## src/rtl/uart_rx_ctrl_pkg.sv

```systemverilog
// Shared types and constants for the uart receive-path sequencer.
// Holds the FSM state encoding, data widths and the reset value of usr_options.
package uart_ctrl_pkg;

    localparam int BYTE_W         = 8;
    localparam int WORD_W         = 32;
    localparam int BYTES_PER_WORD = WORD_W / BYTE_W;

    localparam logic [BYTE_W-1:0] DEFAULT_OPTIONS = 8'hC0;

    typedef enum logic [1:0] {
        IDLE     = 2'd0,
        CAPTURE  = 2'd1,
        ACK      = 2'd2,
        WAIT_CLR = 2'd3
    } rx_state_e;

    // Saturating increment for the parity-error counter.
    function automatic logic [7:0] sat_inc8(input logic [7:0] v);
        return (v == 8'hFF) ? v : v + 8'd1;
    endfunction

endpackage

```

## src/rtl/uart_rx_ctrl_if.sv

```systemverilog
// Byte handshake between the uart receiver (master) and the host-side sequencer (slave).
// new_data is a level held by the uart while data_in_nios/parity_status are valid; the
// sequencer answers each byte with data_read_nios high for exactly one cycle and then
// waits for new_data to fall before it will accept another byte.
interface uart_rx_ctrl_if;

    logic       new_data;
    logic [7:0] data_in_nios;
    logic       parity_status;
    logic       data_read_nios;

    modport master (
        output new_data,
        output data_in_nios,
        output parity_status,
        input  data_read_nios
    );

    modport slave (
        input  new_data,
        input  data_in_nios,
        input  parity_status,
        output data_read_nios
    );

endinterface

```

## src/rtl/uart_rx_ctrl_fifo.sv

```systemverilog
// Synchronous first-word-fall-through byte FIFO with occupancy count.
// A push into a full FIFO is accepted only when a pop happens in the same cycle.
module rx_byte_fifo #(
    parameter int DEPTH = 8,
    parameter int W     = 8
) (
    input  logic                       clock,
    input  logic                       reset,
    input  logic                       i_push,
    input  logic [W-1:0]               i_push_data,
    input  logic                       i_pop,
    output logic [W-1:0]               o_rd_data,
    output logic                       o_rd_valid,
    output logic [$clog2(DEPTH):0]     o_count,
    output logic                       o_full
);

    localparam int PTR_W = $clog2(DEPTH);
    localparam int CNT_W = PTR_W + 1;

    logic [W-1:0]     r_mem [DEPTH];
    logic [PTR_W-1:0] r_wr_ptr;
    logic [PTR_W-1:0] r_rd_ptr;
    logic [CNT_W-1:0] r_count;

    logic w_empty;
    logic w_full;
    logic w_pop;
    logic w_push;

    assign w_empty = (r_count == '0);
    assign w_full  = (r_count == CNT_W'(DEPTH));
    assign w_pop   = i_pop && !w_empty;
    assign w_push  = i_push && (!w_full || w_pop);

    always_ff @(posedge clock) begin
        if (w_push) begin
            r_mem[r_wr_ptr] <= i_push_data;
        end
    end

    // Pointers wrap naturally because DEPTH is a power of two.
    always_ff @(posedge clock) begin
        if (!reset) begin
            r_wr_ptr <= '0;
            r_rd_ptr <= '0;
            r_count  <= '0;
        end else begin
            if (w_push) begin
                r_wr_ptr <= r_wr_ptr + PTR_W'(1);
            end
            if (w_pop) begin
                r_rd_ptr <= r_rd_ptr + PTR_W'(1);
            end
            r_count <= r_count + CNT_W'(w_push) - CNT_W'(w_pop);
        end
    end

    assign o_rd_data  = r_mem[r_rd_ptr];
    assign o_rd_valid = !w_empty;
    assign o_count    = r_count;
    assign o_full     = w_full;

endmodule

```

## src/rtl/uart_rx_ctrl.sv

```systemverilog
// Host-side uart receive sequencer: byte handshake FSM, options shadow register,
// parity screening, RX byte FIFO and 4-byte word assembly.
module uart_rx_ctrl
    import uart_ctrl_pkg::*;
#(
    parameter int                FIFO_DEPTH      = 8,
    parameter logic [BYTE_W-1:0] DEFAULT_OPTIONS = uart_ctrl_pkg::DEFAULT_OPTIONS,
    parameter int                DROP_BAD_PARITY = 1
) (
    input  logic                         clock,
    input  logic                         reset,
    input  logic [BYTE_W-1:0]            cfg_options,
    input  logic                         cfg_load,
    output logic [BYTE_W-1:0]            usr_options,
    uart_rx_ctrl_if.slave                uart,
    input  logic                         rd_en,
    output logic [BYTE_W-1:0]            rd_data,
    output logic                         rd_valid,
    output logic [$clog2(FIFO_DEPTH):0]  fifo_count,
    output logic                         overflow,
    output logic [7:0]                   parity_errs,
    output logic [WORD_W-1:0]            word_out,
    output logic                         word_valid,
    output rx_state_e                    dbg_state
);

    localparam bit DROP = (DROP_BAD_PARITY != 0);

    rx_state_e                 r_state;
    logic [BYTE_W-1:0]         r_pending;
    logic [BYTE_W-1:0]         r_usr_options;
    logic                      r_ack;
    logic                      r_overflow;
    logic [7:0]                r_parity_errs;
    logic [WORD_W-BYTE_W-1:0]  r_word_shift;
    logic [1:0]                r_byte_idx;
    logic [WORD_W-1:0]         r_word_out;
    logic                      r_word_valid;

    logic w_capture;
    logic w_keep;
    logic w_room;
    logic w_push;
    logic w_drop;
    logic w_fifo_full;

    assign w_capture = (r_state == CAPTURE);
    assign w_keep    = !(uart.parity_status && DROP);
    // A full FIFO still has room when the consumer pops on the same edge.
    assign w_room    = !w_fifo_full || rd_en;
    assign w_push    = w_capture && w_keep && w_room;
    assign w_drop    = w_capture && w_keep && !w_room;

    rx_byte_fifo #(
        .DEPTH (FIFO_DEPTH),
        .W     (BYTE_W)
    ) u_fifo (
        .clock       (clock),
        .reset       (reset),
        .i_push      (w_push),
        .i_push_data (uart.data_in_nios),
        .i_pop       (rd_en),
        .o_rd_data   (rd_data),
        .o_rd_valid  (rd_valid),
        .o_count     (fifo_count),
        .o_full      (w_fifo_full)
    );

    always_ff @(posedge clock) begin
        if (!reset) begin
            r_state       <= IDLE;
            r_pending     <= DEFAULT_OPTIONS;
            r_usr_options <= DEFAULT_OPTIONS;
            r_ack         <= 1'b0;
            r_overflow    <= 1'b0;
            r_parity_errs <= 8'd0;
            r_word_shift  <= '0;
            r_byte_idx    <= 2'd0;
            r_word_out    <= '0;
            r_word_valid  <= 1'b0;
        end else begin
            r_ack        <= 1'b0;
            r_word_valid <= 1'b0;
            if (cfg_load) begin
                r_pending <= cfg_options;
            end
            case (r_state)
                IDLE: begin
                    if (uart.new_data) begin
                        r_state <= CAPTURE;
                    end else begin
                        // Options only change between bytes; a same-cycle load wins.
                        r_usr_options <= cfg_load ? cfg_options : r_pending;
                    end
                end
                CAPTURE: begin
                    r_state <= ACK;
                    r_ack   <= 1'b1;
                    if (uart.parity_status) begin
                        r_parity_errs <= sat_inc8(r_parity_errs);
                    end
                    if (w_drop) begin
                        r_overflow <= 1'b1;
                    end
                    if (w_push) begin
                        r_word_shift <= {r_word_shift[WORD_W-2*BYTE_W-1:0], uart.data_in_nios};
                        if (r_byte_idx == 2'(BYTES_PER_WORD - 1)) begin
                            r_word_out   <= {r_word_shift, uart.data_in_nios};
                            r_word_valid <= 1'b1;
                            r_byte_idx   <= 2'd0;
                        end else begin
                            r_byte_idx <= r_byte_idx + 2'd1;
                        end
                    end
                end
                ACK: begin
                    r_state <= WAIT_CLR;
                end
                WAIT_CLR: begin
                    if (!uart.new_data) begin
                        r_state <= IDLE;
                    end
                end
                default: begin
                    r_state <= IDLE;
                end
            endcase
        end
    end

    assign usr_options         = r_usr_options;
    assign uart.data_read_nios = r_ack;
    assign overflow            = r_overflow;
    assign parity_errs         = r_parity_errs;
    assign word_out            = r_word_out;
    assign word_valid          = r_word_valid;
    assign dbg_state           = r_state;

endmodule
```

## src/flat_wrapper.sv

```systemverilog
// flat-port wrapper written by rule: the top's interface ports become plain ports
module uart_rx_ctrl_flat import uart_ctrl_pkg::*;
#(
    parameter int                FIFO_DEPTH      = 8,
    parameter logic [BYTE_W-1:0] DEFAULT_OPTIONS = uart_ctrl_pkg::DEFAULT_OPTIONS,
    parameter int                DROP_BAD_PARITY = 1
)
  (clock, reset, cfg_options, cfg_load, usr_options, rd_en, rd_data, rd_valid, fifo_count, overflow, parity_errs, word_out, word_valid, dbg_state, uart_new_data, uart_data_in_nios, uart_parity_status, uart_data_read_nios);
  uart_rx_ctrl_if uart_i ();
  input  logic clock;
  input  logic reset;
  input  logic [BYTE_W-1:0] cfg_options;
  input  logic cfg_load;
  output logic [BYTE_W-1:0] usr_options;
  input  logic rd_en;
  output logic [BYTE_W-1:0] rd_data;
  output logic rd_valid;
  output logic [$clog2(FIFO_DEPTH):0] fifo_count;
  output logic overflow;
  output logic [7:0] parity_errs;
  output logic [WORD_W-1:0] word_out;
  output logic word_valid;
  output rx_state_e dbg_state;
  input wire logic [$bits(uart_i.new_data)-1:0] uart_new_data;
  input wire logic [$bits(uart_i.data_in_nios)-1:0] uart_data_in_nios;
  input wire logic [$bits(uart_i.parity_status)-1:0] uart_parity_status;
  output wire logic [$bits(uart_i.data_read_nios)-1:0] uart_data_read_nios;
  assign uart_i.new_data = uart_new_data;
  assign uart_i.data_in_nios = uart_data_in_nios;
  assign uart_i.parity_status = uart_parity_status;
  assign uart_data_read_nios = uart_i.data_read_nios;
  uart_rx_ctrl #(.FIFO_DEPTH(FIFO_DEPTH), .DEFAULT_OPTIONS(DEFAULT_OPTIONS), .DROP_BAD_PARITY(DROP_BAD_PARITY)) u_core (.clock(clock), .reset(reset), .cfg_options(cfg_options), .cfg_load(cfg_load), .usr_options(usr_options), .uart(uart_i), .rd_en(rd_en), .rd_data(rd_data), .rd_valid(rd_valid), .fifo_count(fifo_count), .overflow(overflow), .parity_errs(parity_errs), .word_out(word_out), .word_valid(word_valid), .dbg_state(dbg_state));
endmodule
```

## config.mk

```make
export PLATFORM = sky130hd
export DESIGN_NAME = uart_rx_ctrl_flat
export DESIGN_NICKNAME = d
export VERILOG_FILES = /design/src/rtl/uart_rx_ctrl_pkg.sv /design/src/rtl/uart_rx_ctrl_if.sv /design/src/rtl/uart_rx_ctrl_fifo.sv /design/src/rtl/uart_rx_ctrl.sv /design/src/flat_wrapper.sv
export SDC_FILE = /design/constraint.sdc
export NUM_CORES = 1
export LEC_CHECK = 0
export BUFFER_PORTS_ARGS = -buffer_cell sky130_fd_sc_hd__buf_4
export CORE_MARGIN = 2
export CORE_UTILIZATION = 57
export DETAILED_ROUTE_END_ITERATION = 6
export MAX_ROUTING_LAYER = met4
export PLACE_DENSITY = 0.79
export SLEW_MARGIN = 20
export SYNTH_ARGS = -nofsm -noshare
export SYNTH_HDL_FRONTEND = slang
export SYNTH_HIERARCHICAL = 1
export SYNTH_SLANG_ARGS = --single-unit
```

## constraint.sdc

```tcl
create_clock -name clock -period 3.4 [get_ports clock]
set_input_delay 0.51 -clock clock [delete_from_list [all_inputs] [get_ports clock]]
set_output_delay 0.51 -clock clock [all_outputs]
set_load 0.02 [all_outputs]
```

Word level (Yosys, flattened, before mapping)
Memories as Yosys holds them, arrays and structs flattened. A register that Yosys moved wholly into a read port is not among the register bits.
Cells that the tools add are included.
{"block": "totals", "mem_count": 1, "register_bits": 97, "out_inout_bits": 66, "in_bits": 22, "ramBits": 64, "elab_cells": 61}
{"memory": "u_core.u_fifo.r_mem", "words": 8, "word_bits": 8, "read_ports": 1, "rd_clocked_by_memory_dff": 1, "wr": 1, "line": "uart_rx_ctrl_fifo.sv:21", "rtl": "logic [W-1:0] r_mem [DEPTH];"}
{"block": "classes", "reduce_logical": 20, "n_eq_ne": 8, "addsub": 6, "n_mux": 11, "bitwise_logic": 2}
{"op": "3-bit AND reduction", "n": 3}
{"op": "8-bit by 1-bit adder with 8-bit output, second input constant", "n": 1}
{"op": "8-bit equality test, second input constant", "n": 1}
{"op": "8-bit 2-to-1 mux", "n": 1}
{"op": "2-bit one-hot mux with 4 select lines", "n": 1}
{"op": "2-bit AND reduction", "n": 4}
{"op": "3-bit by 1-bit adder with 3-bit output, second input constant", "n": 2}
{"op": "2-bit equality test, second input constant", "n": 3}
{"op": "2-bit 2-to-1 mux", "n": 3}
{"op": "3-bit 2-to-1 mux", "n": 2}
{"op": "1-bit logical AND", "n": 5}
{"op": "4-bit by 1-bit adder with 4-bit output", "n": 1}
{"op": "4-bit equality test, second input constant", "n": 1}
{"op": "1-bit zero test", "n": 4}
{"op": "4-bit zero test", "n": 1}
{"op": "1-bit 2-to-1 mux", "n": 4}
{"op": "2-bit inequality test, second input constant", "n": 2}
{"op": "4-bit by 1-bit subtractor with 4-bit output", "n": 1}
{"op": "2-bit by 1-bit adder with 2-bit output, second input constant", "n": 1}
{"op": "2-bit by 1-bit equality test with 1-bit output, second input constant", "n": 1}
{"op": "2-bit zero test", "n": 1}
{"op": "1-bit logical OR", "n": 2}
{"op": "1-bit inverter", "n": 2}

Depth between registers and ports, before layout
Gate-level depths: netlist of run 1.
{"block": "logic_depth", "ltp_word": 7, "mapped_depth": 16, "mapped_depth_nobuf": 14}

Cells and area by module
The synthesis of run 1 kept the hierarchy.
{"mod": "rx_byte_fifo", "cells_per_inst": 189, "seq_area_each_um2": 2182.1, "area_each_um2": 3270.6, "instances": 1}
{"mod": "uart_rx_ctrl", "cells_per_inst": 378, "seq_area_each_um2": 1741.7, "area_each_um2": 3156.8, "instances": 1}

Worst setup path before layout of run 1
No wires, ideal clock.
{"block": "synth_path", "kind": "register -> register", "from": "reg u_core.u_fifo.r_count[2] (netlist: u_core/u_fifo/o_count[2])", "to": "mem u_core.u_fifo.r_mem[0][0], enable pin", "synth_period_minus_slack_ps": 3195, "required_time_ps": 3005, "setup_time_ps": 395, "slack_ps": 205, "stages_incl_launch_ff": 12, "arrival_time_ps": 2801, "n_path_buf": 2, "cell_sequence": "dfxtp_1 > inv_1 > ha_1 > or3b_2 > clkbuf_1 > inv_1 > nand2b_1 > nand2_1 > clkinv_1 > buf_2 > o21ai_2 > nor4_1"}
{"block": "synth_via", "elab_chain_cells": 7, "word_cells_on_any_way": 11, "classes_between": "eq/ne: 1; mux: 2; reduce/logical: 8"}
{"item": "start: declaration", "line": "uart_rx_ctrl_fifo.sv:24", "rtl": "logic [CNT_W-1:0] r_count;"}
{"item": "start signal: assignment", "line": "uart_rx_ctrl_fifo.sv:55", "rtl": "r_count <= r_count + CNT_W'(w_push) - CNT_W'(w_pop);"}
{"item": "4-bit equality test", "line": "uart_rx_ctrl_fifo.sv:32", "rtl": "assign w_full = (r_count == CNT_W'(DEPTH));"}
{"item": "net u_core.w_fifo_full", "line": "uart_rx_ctrl.sv:45", "rtl": "logic w_fifo_full;"}
{"item": "1-bit zero test", "line": "uart_rx_ctrl.sv:50", "rtl": "assign w_room = !w_fifo_full || rd_en;"}
{"item": "1-bit logical OR", "line": "uart_rx_ctrl.sv:50"}
{"item": "1-bit logical AND", "line": "uart_rx_ctrl.sv:51", "rtl": "assign w_push = w_capture && w_keep && w_room;"}
{"item": "net u_core.w_push", "line": "uart_rx_ctrl.sv:43", "rtl": "logic w_push;"}
{"item": "1-bit logical AND", "line": "uart_rx_ctrl_fifo.sv:34", "rtl": "assign w_push = i_push && (!w_full || w_pop);"}
{"item": "1-bit 2-to-1 mux", "line": "uart_rx_ctrl_fifo.sv:37", "rtl": "if (w_push) begin"}
{"item": "1-bit 2-to-1 mux (implied by the code)", "line": "uart_rx_ctrl_fifo.sv:38", "rtl": "r_mem[r_wr_ptr] <= i_push_data;"}
{"item": "end: declaration", "line": "uart_rx_ctrl_fifo.sv:21"}
The timed path passes the listed nets, and every way through them passes these cells.

Final worst setup path of run 1
{"block": "layout_path", "from": "reg u_core.u_fifo.r_count[2] (netlist: u_core/u_fifo/o_count[2])", "to": "reg u_core.u_fifo.r_count[1] (netlist: u_core/u_fifo/o_count[1])"}
{"block": "layout_via", "elab_chain_cells": 7, "word_cells_on_any_way": 11, "classes_between": "add/sub: 2; eq/ne: 1; reduce/logical: 8"}
{"item": "4-bit equality test *", "line": "uart_rx_ctrl_fifo.sv:32"}
{"item": "net u_core.w_fifo_full", "line": "uart_rx_ctrl.sv:45"}
{"item": "1-bit zero test *", "line": "uart_rx_ctrl_fifo.sv:34, uart_rx_ctrl.sv:50"}
{"item": "1-bit logical OR", "line": "uart_rx_ctrl.sv:50"}
{"item": "1-bit logical AND", "line": "uart_rx_ctrl.sv:51"}
{"item": "1-bit logical AND *", "line": "uart_rx_ctrl_fifo.sv:34"}
{"item": "net u_core.u_fifo.w_push", "line": "uart_rx_ctrl_fifo.sv:29", "rtl": "logic w_push;"}
{"item": "4-bit by 1-bit adder with 4-bit output *", "line": "uart_rx_ctrl_fifo.sv:55"}
{"item": "4-bit by 1-bit subtractor with 4-bit output *", "line": "uart_rx_ctrl_fifo.sv:55"}
The timed path passes the listed nets; every way through them passes the cells marked *.
A chain may end at the register's enable or synchronous reset.

==> flow_metrics.env, run 1 <==
export IMPL_synth_top_cell_area_share_pct=31.1
export IMPL_cts_repair_resize_count=0
export IMPL_via_per_inst=5.61
export IMPL_boundaryPins=88
export IMPL_cp_top_family="simple AND/OR/NAND/NOR gates"
export IMPL_htree_num_levels=4
export IMPL_remaining_drc_errors=0
export IMPL_min_delay_path_class="in2reg"
export IMPL_fin_skew_ns=0.00695
export IMPL_wl_um=13600
export IMPL_start_kind="flop"
export IMPL_worst_path_max_fanout=6
export IMPL_detail_route_antenna_nets=0
export IMPL_detailedRoute_firstIterationViolations=364
export IMPL_ys_seq_area_share_pct=61.0
export IMPL_critical_path_endpoint_type="flop"
export IMPL_total_of_fill_cells_in_the_finished_design=753
export IMPL_detailedRoute_firstPassIterationCount=5
export IMPL_synth_xor_area_share_pct=0.273
export IMPL_ys_flop_type="sky130_fd_sc_hd__dfxtp_1"
export IMPL_critPathSlowestCell="sky130_fd_sc_hd__or3b_2"
export IMPL_power_per_cell_area_nw_per_um2=697
export IMPL_dieArea_um2=12100
export IMPL_setup_viol=0
export IMPL_postSynthCellCount=567
export IMPL_route_detailed_wl_per_inst_um=16.9
export IMPL_clk_pin_slew_ns=0.06
export IMPL_fp_coreArea_um2=10900
export IMPL_cts_setup_buffers=0
export IMPL_yosys_area_share_simple_pct=13.9
export IMPL_postSynthNetCount=605
export IMPL_synthesis_yosys_warnings=6
export IMPL_peakVddDrop_mv=0.499
export IMPL_class_of_the_most_critical_setup_path="reg2reg"
export IMPL_yosys_top_cells_area="sky130_fd_sc_hd__dfxtp_1 31%, sky130_fd_sc_hd__edfxtp_1 30%, sky130_fd_sc_hd__nand2_1 7.8%"
export IMPL_async_flop_share_pct=0
export IMPL_period_needed_ns=2.71
export IMPL_drive_above_1_share_pct=21.5
export IMPL_cts_tree="done"
export IMPL_tightest_slew_ns=0.805
export IMPL_cts_inserted_buffers=17
export IMPL_drv_cap=0
export IMPL_compound_cell_area_share_of_the_yosys_netlist_pct=7.71
export IMPL_crit_path_frequent_cell="sky130_fd_sc_hd__inv_1"
export IMPL_clkSinkCount=164
export IMPL_report_final_hold_viol_count=0
export IMPL_area_delta_synth_final_pct=21.9
export IMPL_synthTopCellsByCount="133 x sky130_fd_sc_hd__nand2_1, 100 x sky130_fd_sc_hd__dfxtp_1, 66 x sky130_fd_sc_hd__a21oi_1, 64 x sky130_fd_sc_hd__edfxtp_1, 23 x sky130_fd_sc_hd__clkbuf_1"
export IMPL_dr_total_vias=4510
export IMPL_cts_root_buf="sky130_fd_sc_hd__clkbuf_16"
export IMPL_die_h_um=110
export IMPL_timing_final_crit_share_pct=79.7
export IMPL_yosys_cell_types_count=45
export IMPL_worstSkewPairLatency_ns=0.42
export IMPL_floorplan_die_width_um=110
export IMPL_grt_setup_unrepaired="no"
export IMPL_std_cell_rows=38
export IMPL_antenna_found_initial=0
export IMPL_max_freq_mhz=369
export IMPL_yosys_mux_area_fraction_pct=10.2
export IMPL_io_buffer_count=87
export IMPL_p_leak_nw=2.96
export IMPL_library_cell_with_the_largest_summed_area_after_synthesis="sky130_fd_sc_hd__dfxtp_1"
export IMPL_synth_top_family_by_area="simple AND/OR/NAND/NOR gates"
export IMPL_worst_endpoint_required_ns=3.75
export IMPL_critPathMaxStageDelay_ns=0.53
export IMPL_initial_utilization_pct=58.8
export IMPL_maxSlewHeadroom_pct=46.1
export IMPL_report_final_slew_viol_count=0
export IMPL_totalNegativeSetupSlack_ns=0
export IMPL_path_cells="inv_1 -> ha_1 -> or3b_2 -> inv_1 -> nand2b_1 -> nand2_1 -> clkinv_1 -> o21ai_2 -> inv_1 -> ha_1 -> inv_1 -> fa_1 -> nor2b_1"
export IMPL_num_antenna_cells=0
export IMPL_cts_hold_buf=0
export IMPL_syn_area_per_cell_um2=11.3
export IMPL_largest_net_degree_at_the_start_of_global_routing=34
export IMPL_first_pass_grt_wire_length_um=21600
export IMPL_mappedNetlistArea_um2=6430
export IMPL_routabilityCongestion=0.822
export IMPL_residual_overflow_from_global_routing=0
export IMPL_post_route_util_pct=71.7
export IMPL_cell_with_the_most_instances_after_synthesis="sky130_fd_sc_hd__nand2_1"
export IMPL_grt_total_usage_pct=24.4
export IMPL_synth_edff_count=64
export IMPL_crit_arrival_ns=3.06
export IMPL_detailedPlacementHpwl_um=8710
export IMPL_grt_pass1_vias=4469
export IMPL_cp_buffers_inverters=5
export IMPL_yosys_area_share_adder_pct=3.23
export IMPL_status="finished clean"
export IMPL_ys_ff_latch=164
export IMPL_cts_buffer_depth=2
export IMPL_finish_net_count=690
[cell usage in the layout (no fill, tap or decap), types with 4 or more instances in the layout]
cell type                   Yosys  final
sky130_fd_sc_hd__and2_1         4      4
sky130_fd_sc_hd__nor3_1         4      4
sky130_fd_sc_hd__nand4_1        9      9
sky130_fd_sc_hd__mux4_1        15     15
sky130_fd_sc_hd__ha_1          15     15
sky130_fd_sc_hd__nand3_1        8      8
sky130_fd_sc_hd__dfxtp_1      100    100
sky130_fd_sc_hd__a211oi_1       7      7
sky130_fd_sc_hd__a21oi_1       66     66
sky130_fd_sc_hd__nor2_1        21     21
sky130_fd_sc_hd__inv_1         16     16
sky130_fd_sc_hd__clkbuf_16      0     22
sky130_fd_sc_hd__mux2_2         8      8
sky130_fd_sc_hd__nor2b_1        6      6
sky130_fd_sc_hd__edfxtp_1      64     64
sky130_fd_sc_hd__or3_1          5      5
sky130_fd_sc_hd__nand2_1      133    133
sky130_fd_sc_hd__o21ai_0        7      7
sky130_fd_sc_hd__mux2i_1       15     15
sky130_fd_sc_hd__nand2b_1       6      6
sky130_fd_sc_hd__buf_4          0     99
[metrics by stage]
step	hold WS (ns)	total power, mW	instances	cell area, um^2	worst slack, ns
finish	0.338	5.46	804	7840	0.691
global route	0.332	5.70	804	7840	0.517
CTS	0.326	5.49	804	7840	0.706
detailed placement	0.450	3.46	773	7180	0.750
global placement	0.446	3.41	773	7180	0.857
floorplan	0.432	3.10	567	6430	0.205
[flip-flops by register name, indices dropped and copies added (netlist names), named ones only]
signal and count:
u_core/dbg_state 2, u_core/overflow 1, u_core/parity_errs 8, u_core/r_byte_idx 2, u_core/r_pending 8, u_core/r_word_shift 24
u_core/u_fifo/o_count 4, u_core/u_fifo/r_mem 64, u_core/u_fifo/r_rd_ptr 3, u_core/u_fifo/r_wr_ptr 3, u_core/uart.data_read_nios 1, u_core/usr_options 8
u_core/word_out 32, u_core/word_valid 1
[where the power goes]
part           internal [mW]  switching [mW]
clock network           1.29           0.729
logic                  0.498           0.641
registers               2.18           0.122
[final timing paths]
path                                                      startpoint  cells past startpoint                                   to  slack, ns
worst max-delay path             u_core/u_fifo/o_count[2]$_SDFF_PN0_                     13  u_core/u_fifo/o_count[1]$_SDFF_PN0_       0.69
worst min-delay path                                  cfg_options[7]                      3       u_core/r_pending[7]$_SDFF_PN1_       0.34
worst max register to register   u_core/u_fifo/o_count[2]$_SDFF_PN0_                     13  u_core/u_fifo/o_count[1]$_SDFF_PN0_       0.69
worst min register to register  u_core/r_word_shift[17]$_SDFFE_PN0P_                      2     u_core/word_out[25]$_SDFFE_PN0P_       0.45
[tightest hold or removal path: cells and delay by family]
family	cells	cell delay [ns]
buf+inv	1	0.08
simple gates	1	0.07
mux	1	0.07
[cell families after synthesis]
logic type      count (synthesis)
xor+xnor                        2
compound gates                 90
flops                         164
mux                            39
buf+inv                        51
simple gates                  205
fa+ha+maj                      16
[routing by layer]
metal  vias up  share of wire (%)  global-route usage [%]  wire [um]
met5         -                  0                       -          0
met3        27                6.1                    6.17        820
li1       2159                  -                       -          -
met2       161                 52                    41.0       7010
met4         0                2.1                    8.30        286
met1      2163                 40                    28.9       5430
[final cells by class]
| class | count | area [um^2] | area share [%] |
|---|---|---|---|
| Sequential cell | 164 | 3920 | 50.1 |
| Multi-Input combinational cell | 352 | 2270 | 29.0 |
| Timing Repair Buffer | 99 | 743 | 9.48 |
| Clock buffer | 28 | 606 | 7.73 |
| Tap cell | 140 | 175 | 2.24 |
| Inverter | 18 | 67.6 | 0.862 |
| Clock inverter | 3 | 46.3 | 0.591 |
Note: power is estimated with default switching activity, not from simulation.
==> inputs of run 2 (changes only) <==
==> constraint.sdc (replaced) <==
create_clock -name clock -period 2.8 [get_ports clock]
set_input_delay 0.42 -clock clock [delete_from_list [all_inputs] [get_ports clock]]
set_output_delay 0.42 -clock clock [all_outputs]
set_load 0.02 [all_outputs]
==> flow_metrics.env, run 2 (synthesis gave the netlist of run 1 again) <==
export IMPL_status="finished clean"
export IMPL_initial_utilization_pct=58.8
export IMPL_htree_num_levels=4
export IMPL_fp_coreArea_um2=10900
export IMPL_post_route_util_pct=71.6
export IMPL_antenna_found_initial=0
export IMPL_drive_above_1_share_pct=22.6
export IMPL_totalNegativeSetupSlack_ns=0
export IMPL_die_h_um=110
export IMPL_area_delta_synth_final_pct=21.9
export IMPL_peakVddDrop_mv=0.586
export IMPL_clkSinkCount=164
export IMPL_cts_root_buf="sky130_fd_sc_hd__clkbuf_16"
export IMPL_layout_cells_most_common="sky130_fd_sc_hd__nand2_1"
export IMPL_finalHoldWorstSlack_ns=0.246
export IMPL_report_final_slew_viol_count=0
export IMPL_boundaryPins=88
export IMPL_pre_cts_ws_ns=0.222
export IMPL_tightest_slew_ns=0.962
export IMPL_via_per_inst=5.57
export IMPL_cts_tree="done"
export IMPL_critical_path_reg2reg_startpoint="u_core/u_fifo/o_count[2]$_SDFF_PN0_"
export IMPL_dp_cells=775
export IMPL_drv_cap=0
export IMPL_area_occupied_by_registers_um2=3930
export IMPL_seq_power_share_pct=43.1
export IMPL_dr_total_vias=4494
export IMPL_fin_cells=807
export IMPL_detailedPlacementHpwl_um=8770
export IMPL_worstSkewPairLatency_ns=0.42
export IMPL_total_power_mw=6.51
export IMPL_min_delay_path_class="in2reg"
export IMPL_cts_setup_buffers=0
export IMPL_critical_path_endpoint_type="flop"
export IMPL_max_flop_register="u_core/u_fifo/r_mem"
export IMPL_total_of_fill_cells_in_the_finished_design=759
export IMPL_grt_pass1_vias=4501
export IMPL_fin_skew_ns=0.00839
export IMPL_dieArea_um2=12100
export IMPL_setup_viol=0
export IMPL_timing_final_crit_share_pct=93.7
export IMPL_largest_reg_flops=64
export IMPL_p_leak_nw=2.97
export IMPL_detail_route_antenna_nets=0
export IMPL_cts_inserted_buffers=17
export IMPL_cts_repair_resize_count=0
export IMPL_grt_setup_unrepaired="no"
export IMPL_start_kind="flop"
export IMPL_net_switching_power_mw=1.81
export IMPL_class_of_the_most_critical_setup_path="reg2reg"
export IMPL_detailedRoute_firstPassIterationCount=7
export IMPL_netSwitchingFraction_pct=27.8
export IMPL_max_freq_mhz=381
export IMPL_period_needed_ns=2.62
export IMPL_routabilityCongestion=0.816
export IMPL_num_antenna_cells=0
export IMPL_crit_arrival_ns=2.94
export IMPL_grt_total_usage_pct=24.5
export IMPL_worst_path_max_fanout=5
export IMPL_hold_path_startpoint="cfg_options[6]"
export IMPL_first_pass_grt_wire_length_um=21800
export IMPL_std_cell_rows=38
export IMPL_clk_pin_slew_ns=0.06
export IMPL_internal_power_mw=4.70
export IMPL_cts_buffer_depth=2
export IMPL_remaining_drc_errors=0
export IMPL_wl_um=13600
export IMPL_worstHoldPathCells=3
export IMPL_placed_area_um2=7230
export IMPL_largest_net_degree_at_the_start_of_global_routing=69
export IMPL_comb_power_share_pct=21.2
export IMPL_layout_cells_most_common_list="132 x sky130_fd_sc_hd__nand2_1, 100 x sky130_fd_sc_hd__buf_4, 99 x sky130_fd_sc_hd__dfxtp_1, 66 x sky130_fd_sc_hd__a21oi_1, 64 x sky130_fd_sc_hd__edfxtp_1"
export IMPL_area_occupied_by_multi_input_gates_um2=2290
export IMPL_detailedRoute_firstIterationViolations=371
export IMPL_power_per_cell_area_nw_per_um2=831
export IMPL_floorplan_die_width_um=110
export IMPL_finalInstanceArea_um2=7830
export IMPL_worst_endpoint_required_ns=3.11
export IMPL_io_buffer_count=87
export IMPL_clk_network_pwr_share_pct=35.7
export IMPL_finish_net_count=692
export IMPL_report_final_hold_viol_count=0
export IMPL_critical_path_startpoint="u_core/u_fifo/o_count[2]$_SDFF_PN0_"
export IMPL_route_detailed_wl_per_inst_um=16.9
export IMPL_cts_hold_buf=0
export IMPL_worst_slack_ns=0.175
export IMPL_residual_overflow_from_global_routing=0
export IMPL_reg2regPathDepth=11
export IMPL_maxSlewHeadroom_pct=35.3
run 2: cell count changes in the layout (fill, tap and decap cells not counted), sizes merged:
cell | previous run | this run
clkinvlp | 1 | 0
clkinv | 2 | 6
bufinv | 1 | 2
clkbuf | 28 | 24
inv | 17 | 18
buf | 99 | 101
run 2: final timing paths:
| kind | end | slack [ns] |
|---|---|---|
| worst max register to register | u_core/u_fifo/o_count[2]$_SDFF_PN0_ | 0.18 |
| worst max-delay path | u_core/u_fifo/o_count[2]$_SDFF_PN0_ | 0.18 |
| worst min-delay path | u_core/r_pending[6]$_SDFF_PN1_ | 0.25 |
| worst min register to register | u_core/word_out[15]$_SDFFE_PN0P_ | 0.45 |
run 2: power groups by stage:
| stage | Clock [mW] | Sequential (mW) | Combinational, mW |
|---|---|---|---|
| after floorplan | 0 | 2.89 | 0.885 |
| after CTS | 2.35 | 2.80 | 1.39 |
| final | 2.33 | 2.80 | 1.38 |
| after detailed placement | 0 | 2.85 | 1.37 |
| after global placement | 0 | 2.83 | 1.31 |
| after global routing | 2.45 | 2.83 | 1.52 |
run 2: cell type report:
class / count / share of cell area, %
flip-flops and latches: 164 / 50.1
multi-input cells: 352 / 29.3
well taps: 140 / 2.24
repair buffers: 101 / 9.84
clock inverters: 8 / 1.21
clock buffers: 24 / 6.45
inverters: 18 / 0.878
run 2: worst max-delay path, cell delays in order, from the launching register on:
cell and delay, ns:
sky130_fd_sc_hd__dfxtp_1 0.34, sky130_fd_sc_hd__inv_1 0.09, sky130_fd_sc_hd__ha_1 0.24, sky130_fd_sc_hd__nor3b_2 0.18, sky130_fd_sc_hd__nor2b_1 0.42, sky130_fd_sc_hd__ha_1 0.33, sky130_fd_sc_hd__inv_1 0.06, sky130_fd_sc_hd__ha_1 0.16
sky130_fd_sc_hd__inv_1 0.05, sky130_fd_sc_hd__fa_1 0.38, sky130_fd_sc_hd__xnor2_1 0.14, sky130_fd_sc_hd__and2_1 0.15
run 2: layer usage:
metal	vias to the layer above	track usage, %	part of all wire (%)
met2	152	41.0	52
li1	2165	-	-
met5	-	-	0
met1	2164	29.2	41
met3	13	7.05	6.7
met4	0	6.96	0.98
